### src/rtl/binary_intermediate_ctrl.sv
`default_nettype none
// ============================================================================
// Module      : binary_intermediate_ctrl
// Description : Sequencer for the binary XNOR-popcount intermediate layer.
//               Fetches NUM_TOKENS binarised token vectors from the token
//               buffer. Issues each token to the datapath once per weight
//               block. Packs the returned per-block results into one word
//               per token and writes that word to the next-layer buffer.
// Revision    : 1.0 - initial release
// ----------------------------------------------------------------------------
// Ports
//   clk                 : clock
//   rst_n               : asynchronous active-low reset
//   start_i             : run request, honoured only when idle or done
//   in_rd_en_o          : token buffer read strobe
//   in_rd_addr_o        : token index to read
//   in_rd_data_i        : token read data, valid one cycle after the strobe
//   dp_data_in_o        : token vector presented to the datapath
//   dp_data_in_valid_o  : datapath issue strobe
//   dp_block_sel_o      : weight block select for the issued beat
//   dp_data_out_i       : datapath result
//   dp_data_out_valid_i : result strobe, one per issued beat, in order
//   out_wr_en_o         : output buffer write strobe
//   out_wr_addr_o       : token index written
//   out_wr_data_o       : packed result, block b at [b*OUT_W +: OUT_W]
//   busy_o              : run in progress
//   done_o              : run complete (level, held until next start)
//   err_o               : sticky protocol error
// ============================================================================
module binary_intermediate_ctrl #(
    parameter int NUM_TOKENS = 30,
    parameter int NUM_BLOCKS = 4,
    parameter int IN_W       = 64,
    parameter int OUT_W      = 16,
    parameter int SEL_W      = 2,
    parameter int AW         = 5
) (
    input  logic                        clk,
    input  logic                        rst_n,
    input  logic                        start_i,
    output logic                        in_rd_en_o,
    output logic [AW-1:0]               in_rd_addr_o,
    input  logic [IN_W-1:0]             in_rd_data_i,
    output logic [IN_W-1:0]             dp_data_in_o,
    output logic                        dp_data_in_valid_o,
    output logic [SEL_W-1:0]            dp_block_sel_o,
    input  logic [OUT_W-1:0]            dp_data_out_i,
    input  logic                        dp_data_out_valid_i,
    output logic                        out_wr_en_o,
    output logic [AW-1:0]               out_wr_addr_o,
    output logic [NUM_BLOCKS*OUT_W-1:0] out_wr_data_o,
    output logic                        busy_o,
    output logic                        done_o,
    output logic                        err_o
);

    localparam int              c_PACK_W   = NUM_BLOCKS * OUT_W;
    localparam int              c_OUTS_W   = $clog2(NUM_TOKENS * NUM_BLOCKS + 1);
    localparam logic [AW-1:0]    c_LAST_TOK = AW'(NUM_TOKENS - 1);
    localparam logic [SEL_W-1:0] c_LAST_BLK = SEL_W'(NUM_BLOCKS - 1);

    typedef enum logic [2:0] {
        ST_IDLE  = 3'd0,
        ST_FETCH = 3'd1,
        ST_LOAD  = 3'd2,
        ST_ISSUE = 3'd3,
        ST_DRAIN = 3'd4,
        ST_DONE  = 3'd5
    } state_e;

    state_e                state_q, state_d;
    logic [AW-1:0]         tok_q, tok_d;
    logic [SEL_W-1:0]      beat_q, beat_d;
    logic [IN_W-1:0]       hold_q, hold_d;
    logic [AW-1:0]         cap_tok_q, cap_tok_d;
    logic [SEL_W-1:0]      cap_blk_q, cap_blk_d;
    logic [c_PACK_W-1:0]   pack_q, pack_d;
    logic [c_OUTS_W-1:0]   outst_q, outst_d;

    logic                  in_rd_en_q, in_rd_en_d;
    logic [AW-1:0]         in_rd_addr_q, in_rd_addr_d;
    logic [IN_W-1:0]       dp_data_q, dp_data_d;
    logic                  dp_valid_q, dp_valid_d;
    logic [SEL_W-1:0]      dp_sel_q, dp_sel_d;
    logic                  wr_en_q, wr_en_d;
    logic [AW-1:0]         wr_addr_q, wr_addr_d;
    logic [c_PACK_W-1:0]   wr_data_q, wr_data_d;
    logic                  busy_q, busy_d;
    logic                  done_q, done_d;
    logic                  err_q, err_d;

    logic                  w_parked;
    logic                  w_start_acc;
    logic                  w_accept;
    logic                  w_spurious;

    // Capture is live in every state except IDLE/DONE. A result is only
    // legal when at least one issued beat is still unanswered; outst_q
    // counts beats issued in earlier cycles that have not yet returned.
    assign w_parked    = (state_q == ST_IDLE) || (state_q == ST_DONE);
    assign w_start_acc = start_i && w_parked;
    assign w_accept    = dp_data_out_valid_i && !w_parked && (outst_q != '0);
    assign w_spurious  = dp_data_out_valid_i && !w_accept;

    always_comb begin
        state_d      = state_q;
        tok_d        = tok_q;
        beat_d       = beat_q;
        hold_d       = hold_q;
        cap_tok_d    = cap_tok_q;
        cap_blk_d    = cap_blk_q;
        pack_d       = pack_q;
        outst_d      = outst_q;
        busy_d       = busy_q;
        done_d       = done_q;
        err_d        = err_q;
        in_rd_en_d   = 1'b0;
        in_rd_addr_d = '0;
        dp_valid_d   = 1'b0;
        dp_sel_d     = '0;
        dp_data_d    = '0;
        wr_en_d      = 1'b0;
        wr_addr_d    = '0;
        wr_data_d    = '0;

        case (state_q)
            ST_IDLE, ST_DONE: begin
                if (w_start_acc) begin
                    state_d   = ST_FETCH;
                    tok_d     = '0;
                    cap_tok_d = '0;
                    cap_blk_d = '0;
                    outst_d   = '0;
                    busy_d    = 1'b1;
                    done_d    = 1'b0;
                    err_d     = 1'b0;
                end
            end
            ST_FETCH: begin
                state_d = ST_LOAD;
            end
            ST_LOAD: begin
                hold_d  = in_rd_data_i;
                beat_d  = '0;
                state_d = ST_ISSUE;
            end
            ST_ISSUE: begin
                if (beat_q == c_LAST_BLK) begin
                    if (tok_q == c_LAST_TOK) begin
                        state_d = ST_DRAIN;
                    end else begin
                        tok_d   = tok_q + AW'(1);
                        state_d = ST_FETCH;
                    end
                end else begin
                    beat_d = beat_q + SEL_W'(1);
                end
            end
            ST_DRAIN: begin
                // The final word is on the write port this cycle.
                if (wr_en_q && (wr_addr_q == c_LAST_TOK)) begin
                    state_d = ST_DONE;
                    busy_d  = 1'b0;
                    done_d  = 1'b1;
                end
            end
            default: begin
                state_d = ST_IDLE;
            end
        endcase

        // Outstanding-beat bookkeeping: beats on the issue port this cycle
        // become outstanding from the next cycle onward.
        if (dp_valid_q) begin
            outst_d = outst_d + c_OUTS_W'(1);
        end
        if (w_accept) begin
            outst_d = outst_d - c_OUTS_W'(1);
        end

        if (w_spurious) begin
            err_d = 1'b1;
        end

        // Result capture and packing; the word is written the cycle after
        // its last block arrives.
        if (w_accept) begin
            for (int b = 0; b < NUM_BLOCKS; b++) begin
                if (cap_blk_q == SEL_W'(b)) begin
                    pack_d[b*OUT_W +: OUT_W] = dp_data_out_i;
                end
            end
            if (cap_blk_q == c_LAST_BLK) begin
                wr_en_d   = 1'b1;
                wr_addr_d = cap_tok_q;
                wr_data_d = pack_d;
                cap_blk_d = '0;
                if (cap_tok_q != c_LAST_TOK) begin
                    cap_tok_d = cap_tok_q + AW'(1);
                end
            end else begin
                cap_blk_d = cap_blk_q + SEL_W'(1);
            end
        end

        // Outputs are registered from the upcoming state so each strobe
        // coincides with the cycle spent in the corresponding state.
        if (state_d == ST_FETCH) begin
            in_rd_en_d   = 1'b1;
            in_rd_addr_d = tok_d;
        end
        if (state_d == ST_ISSUE) begin
            dp_valid_d = 1'b1;
            dp_sel_d   = beat_d;
            dp_data_d  = hold_d;
        end
    end

    always_ff @(posedge clk or negedge rst_n) begin
        if (!rst_n) begin
            state_q      <= ST_IDLE;
            tok_q        <= '0;
            beat_q       <= '0;
            hold_q       <= '0;
            cap_tok_q    <= '0;
            cap_blk_q    <= '0;
            pack_q       <= '0;
            outst_q      <= '0;
            in_rd_en_q   <= 1'b0;
            in_rd_addr_q <= '0;
            dp_data_q    <= '0;
            dp_valid_q   <= 1'b0;
            dp_sel_q     <= '0;
            wr_en_q      <= 1'b0;
            wr_addr_q    <= '0;
            wr_data_q    <= '0;
            busy_q       <= 1'b0;
            done_q       <= 1'b0;
            err_q        <= 1'b0;
        end else begin
            state_q      <= state_d;
            tok_q        <= tok_d;
            beat_q       <= beat_d;
            hold_q       <= hold_d;
            cap_tok_q    <= cap_tok_d;
            cap_blk_q    <= cap_blk_d;
            pack_q       <= pack_d;
            outst_q      <= outst_d;
            in_rd_en_q   <= in_rd_en_d;
            in_rd_addr_q <= in_rd_addr_d;
            dp_data_q    <= dp_data_d;
            dp_valid_q   <= dp_valid_d;
            dp_sel_q     <= dp_sel_d;
            wr_en_q      <= wr_en_d;
            wr_addr_q    <= wr_addr_d;
            wr_data_q    <= wr_data_d;
            busy_q       <= busy_d;
            done_q       <= done_d;
            err_q        <= err_d;
        end
    end

    assign in_rd_en_o         = in_rd_en_q;
    assign in_rd_addr_o       = in_rd_addr_q;
    assign dp_data_in_o       = dp_data_q;
    assign dp_data_in_valid_o = dp_valid_q;
    assign dp_block_sel_o     = dp_sel_q;
    assign out_wr_en_o        = wr_en_q;
    assign out_wr_addr_o      = wr_addr_q;
    assign out_wr_data_o      = wr_data_q;
    assign busy_o             = busy_q;
    assign done_o             = done_q;
    assign err_o              = err_q;

endmodule
`default_nettype wire

### config.mk
export PLATFORM = sky130hd
export DESIGN_NAME = binary_intermediate_ctrl
export DESIGN_NICKNAME = d
export VERILOG_FILES = /design/src/rtl/binary_intermediate_ctrl.sv
export SDC_FILE = /design/constraint.sdc
export NUM_CORES = 1
export LEC_CHECK = 0
export ABC_AREA = 0
export BUFFER_PORTS_ARGS = -buffer_cell sky130_fd_sc_hd__buf_2
export CAP_MARGIN = 0
export CORE_MARGIN = 1.5
export CORE_UTILIZATION = 50
export CTS_CLUSTER_DIAMETER = 80
export DETAILED_ROUTE_END_ITERATION = 7
export PLACE_DENSITY_LB_ADDON = 0.08
export SETUP_SLACK_MARGIN = 0.4
export SLEW_MARGIN = 10
export SYNTH_ARGS = -nofsm -noshare
export SYNTH_HDL_FRONTEND = slang
export SYNTH_SLANG_ARGS = --single-unit
### constraint.sdc
create_clock -name clk -period 3.8 [get_ports clk]
set_input_delay 0 -clock clk [delete_from_list [all_inputs] [get_ports clk]]
set_output_delay 0 -clock clk [all_outputs]
set_load 0.05 [all_outputs]
== After elaboration in Yosys (flattened, before gate mapping) ==
Index checks and enable logic that the tools add are counted.

* Word-level logic and storage cells: 109
* Output and inout bits: 146
* Flip-flop bits (word level): 298

* Equality and inequality tests: 16
* Add/sub/neg operators: 6
* Mux-type cells: 48
* Reduce and logical (&&, ||, !) cells: 20

{| class="wikitable"
|+ Operators by type and width
! operator !! number
|-
| $mux W64 || 4
|-
| $mux W16 || 4
|-
| $mux W5 || 11
|-
| $mux W7 || 4
|-
| $pmux W3 S5 || 1
|-
| $mux W2 || 6
|-
| $mux W3 || 4
|-
| $add A5 B1 Y5 const B || 2
|-
| $eq A5 B5 Y1 const B || 2
|-
| $mux W1 || 10
|-
| $pmux W5 S2 || 1
|-
| $reduce_bool A2 Y1 || 5
|-
| $eq A3 B2 Y1 const B || 3
|-
| $add A7 B1 Y7 const B || 1
|-
| $reduce_bool A7 Y1 || 1
|-
| $sub A7 B1 Y7 const B || 1
|-
| $eq A2 B2 Y1 const B || 3
|-
| $eq A3 B1 Y1 const B || 2
|-
| $eq A3 B3 Y1 const B || 2
|-
| $logic_and A1 B1 Y1 || 5
|-
| $ne A5 B5 Y1 const B || 1
|-
| $add A2 B1 Y2 const B || 2
|-
| $ne A2 B2 Y1 const B || 2
|-
| $pmux W1 S2 || 2
|-
| 9 further kinds || 11
|}

== Depth between registers and ports, before layout ==
* Depth in word-level cells: 9
* Mapped depth: 10

== Worst setup path after synthesis ==
OpenSTA, ideal clock, no wires.

* Path type: register -> register
* From: reg state_q[0]
* To: reg outst_q[6]
* Setup time: 0.079 ns
* Stages on the path, launching flop included: 11
* Required time: 3.721 ns
* Buffers on the path: 1
* Data arrival time: 2.421 ns
* Path slack: 1.300 ns
* Cell sequence: dfrtp_1 buf_2 xnor2_1 nand2_1 and2_1 ha_1 mux2i_1 ha_1 nand3_1 nor4_1 xor2_1

* Word-level cells in the longest chain between the ends: 9
* Elaborated cells between the ends (all ways): 14
* Classes of those cells: add/sub (2); eq/ne (1); mux (4); reduce/logical (7)

{| class="wikitable"
|+ Ends and longest elaborated chain
! item !! line !! source
|-
| start: declaration || 71 || <nowiki>state_e state_q, state_d;</nowiki>
|-
| start signal: assignment || 241 || <nowiki>state_q <= state_d;</nowiki>
|-
| $eq A3 B3 Y1 / $logic_not A3 Y1 (equally long branches) || 100, 126 ||
|-
| $logic_or A1 B1 Y1 || 100 || <nowiki>assign w_parked = (state_q == ST_IDLE) || (state_q == ST_DONE);</nowiki>
|-
| $logic_and A1 B1 Y1 || 101 || <nowiki>assign w_start_acc = start_i && w_parked;</nowiki>
|-
| $mux W7 || 128 || <nowiki>if (w_start_acc) begin</nowiki>
|-
| $mux W7 || 126 || <nowiki>case (state_q)</nowiki>
|-
| $add A7 B1 Y7 || 175 || <nowiki>outst_d = outst_d + c_OUTS_W'(1);</nowiki>
|-
| $mux W7 || 174 || <nowiki>if (dp_valid_q) begin</nowiki>
|-
| $sub A7 B1 Y7 || 178 || <nowiki>outst_d = outst_d - c_OUTS_W'(1);</nowiki>
|-
| $mux W7 * || 177 || <nowiki>if (w_accept) begin</nowiki>
|-
| net outst_d[6] || 78 || <nowiki>logic [c_OUTS_W-1:0] outst_q, outst_d;</nowiki>
|-
| end signal: assignment || 248 || <nowiki>outst_q <= outst_d;</nowiki>
|-
| end: declaration || 78 ||
|}

Mark *: on every way through the listed nets, which the timed path passes. The rest lies on a longest branch.
A chain may end at the register's enable or synchronous reset.

== Worst setup path after layout ==
Ends and elaborated chain as after synthesis.

==> impl_metrics.toml <==
[power]
peakVddDrop_mv = 0.482
power_frac_clock_pct = 22.9
p_switching_uw = 4790
power_leakage_uw = 0.00711
combPwrFrac_pct = 40.3
power_frac_seq_pct = 36.8
switching_share_pct = 38.3
p_per_area_nw_per_um2 = 893
internal_power_uw = 7730

[worst_setup_path]
cp.required_ps = 4250
cp_slowest_cell = "dfrtp_1"
worstReg2RegStart = "state_q[0]"
worst_path_largest_cell_delay_ps = 550
startpoint = "state_q[0]"
critPathCaptureType = "register"
path_cells = "xnor2_1 > nand2_1 > and2_1 > ha_1 > mux2i_1 > ha_1 > nand3_1 > nor4_1 > xor2_1"
critPathMaxFanout = 13
critPathLaunchType = "register"
crit_type = "register to register"
crit_arrival_ps = 3290
path_buf_inv = 0
path_delay_family = "simple AND/OR/NAND/NOR gates"
cp_common_cell = "ha_1"

[yosys]
ys_ff_latch = 282
synth_top_area_share_pct = 65.0
syn-num-nets = 873
synth_area_um2 = 10900
async_reset_ff_share_pct = 100
synth.avg_cell_area_um2 = 13.9
yosysMostFrequentCell = "dfrtp_1"
yosysSeqAreaShare_pct = 65.0
ys_types = 52
netlist_instances = 779
ys_top_cells_by_area = "dfrtp_1, mux2_2, mux2i_1, and3_1, mux2_1"
synth_top_cell_by_area = "dfrtp_1"
synth_edf_count = 0
ys_warn_count = 0
synth_top_flop_cell = "dfrtp_1"
synth_common_cells = "dfrtp_1, mux2_2, nor2_1, and3_1, mux2i_1"

[grt]
grtUsageTotal_pct = 21.1
grt_pass1_wl_mm = 37.9
met1_usage_pct = 28.4
grt_max_degree = 109
gr-total-overflow = 0
busiest_layer = "met2"
grtUsageMet3_pct = 5.39
antenna_found_initial = 0
met2_usage_pct = 34.8
grt_pass1_vias = 7211

[die]
die_w_um = 150
initial_core_util_pct = 51.3
die_height_um = 150
io_pins = 230
die_area_um2 = 22600
fp-row-count = 53
coreArea_um2 = 21200

[routing]
first_pass_iters = 4
drc_errors = 0
via_per_inst = 5.00
initialDrtViolationCount = 254
via_count = 6935
wl_per_cell_um = 17.1
finalWirelength_mm = 23.7
detail-route-antenna-nets = 0

[placed_design]
gp_congestion = 0.769
hpwl_mm = 14.7
dpl_worst_slack_ps = 967
io_buffers = 229
dp.cells = 1251

[final_layout]
syn2layout_area_growth_pct = 29.3
layout-drive-gt1-share_pct = 35.4
final_util_pct = 66.3
layout.cells.non_filler = 1386
nets = 1184
antenna_cells = 0

[clock_tree]
cts_sinks = 282
cts_buffer_depth = 3
ctsHtreeMaxLevel = 1
postCtsSetupBuffers = 0
path_clk_slew_ps = 60
cts_tree = "yes"
root_buffer = "clkbuf_16"
clk_latency_ps = 530
cts_made_buffers = 29

[sta]
min_period_over_period_pct = 74.5
setup_tns_ps = 0
rsz0062_at_grt = "false"
hold_viol_final = 0
worstMarginPinSlew_ps = 1110
slew_violations = 0
fmax_mhz = 353
layout_setup_ws_ps = 968
setup-violations-final = 0
relSlewSlack_pct = 26.2
fin_skew_ps = 7.46
fin_crit_ps = 2830

[flow_run]
drv_cap = 0

[min_path]
hold_class = "input port to async pin"

[outcome]
outcome = "finished clean"
-- stage by stage --
step | hold WS (ps) | total power [uW] | area (um^2)
3_3_place_gp | 106 | 9580 | 12200
5_1_grt | 168 | 13300 | 14000
4_1_cts | 147 | 12700 | 14000
3_5_place_dp | 106 | 9680 | 12200
6_report | 91.3 | 12500 | 14000
2_1_floorplan | -296 | 8520 | 10900
-- worst paths after layout --
kind                                     to  slack (ps)  depth (start not counted)
max reg2reg                      outst_q[6]         970                          9
max                              outst_q[6]         970                          9
min                               hold_q[8]          90                          2
max in group asynchronous  dp_data_in_o[39]        2670                          3
min reg2reg                      pack_q[13]         490                          1
min in group clk                  hold_q[9]         260                          3
-- flip-flops by register name, summed over array words and instances (netlist names), 2 cells and up --
signal / count
beat_q: 2
cap_blk_q: 2
cap_tok_q: 5
dp_block_sel_o: 2
dp_data_in_o: 64
hold_q: 64
in_rd_addr_o: 5
out_wr_addr_o: 5
out_wr_data_o: 64
outst_q: 7
pack_q: 48
state_q: 3
tok_q: 5
-- layout make-up --
cell class / count / area (um^2)
clock buffer: 41 / 851
clock inverter: 11 / 130
fill: 1604 / 7120
inverter: 9 / 36.3
multi-input combinational: 444 / 3510
sequential: 282 / 7060
tap: 275 / 344
timing repair buffer: 324 / 2100
-- logic make-up after synthesis --
| kind of cell | count (synthesis) | share of synthesized area [%] |
|---|---|---|
| flip-flops | 282 | 65.0 |
| AND/OR/NAND/NOR | 217 | 10.8 |
| multiplexers | 167 | 16.7 |
| buffers and inverters | 53 | 2.73 |
| AO/OA/AOI/OAI | 38 | 2.57 |
| XOR/XNOR | 12 | 0.969 |
| adder cells (fa/ha/maj) | 10 | 1.15 |
-- power by group through the flow --
stage	clock (uW)	sequential, uW	combinational [uW]
floorplan	0	6000	2520
global placement	0	4620	4950
finish	2870	4610	5040
global route	3060	4750	5450
CTS	2940	4620	5100
detailed placement	0	4670	5010
-- repair_timing --
item | in CTS | in global routing
gates resized for setup | 0 | 0
hold buffers | 83 | 0
hold endpoints to repair | 350 | 0
-- cells in the final DEF, fill, tap and decap left out, types with 10 or more instances in the layout --
| master | instances |
|---|---|
| and2_1 | 25 |
| o21ai_0 | 10 |
| and3_1 | 60 |
| dfrtp_1 | 282 |
| ha_1 | 10 |
| clkbuf_16 | 29 |
| mux2i_1 | 55 |
| buf_4 | 10 |
| nor2_1 | 60 |
| nand2_1 | 21 |
| mux2_2 | 82 |
| dlygate4sd3_1 | 83 |
| buf_2 | 228 |
| nor3_1 | 10 |
| mux2_1 | 30 |
-- worst reg2reg max path, delay by kind of cell, from the launching register on --
kind,cells,cell delay [ps]
and+or+nand+nor,4,1050
xor gates and xnor gates,2,490
muxes,1,190
DFF,1,550
adders and majority gates,2,480
-- layer usage --
layer | vias to the layer above | share of wire, %
met5 | - | 0
met4 | 0 | 1.8
met3 | 31 | 6.9
met2 | 181 | 47
met1 | 3421 | 44
li1 | 3302 | -
(Power assumes the default switching activity.)
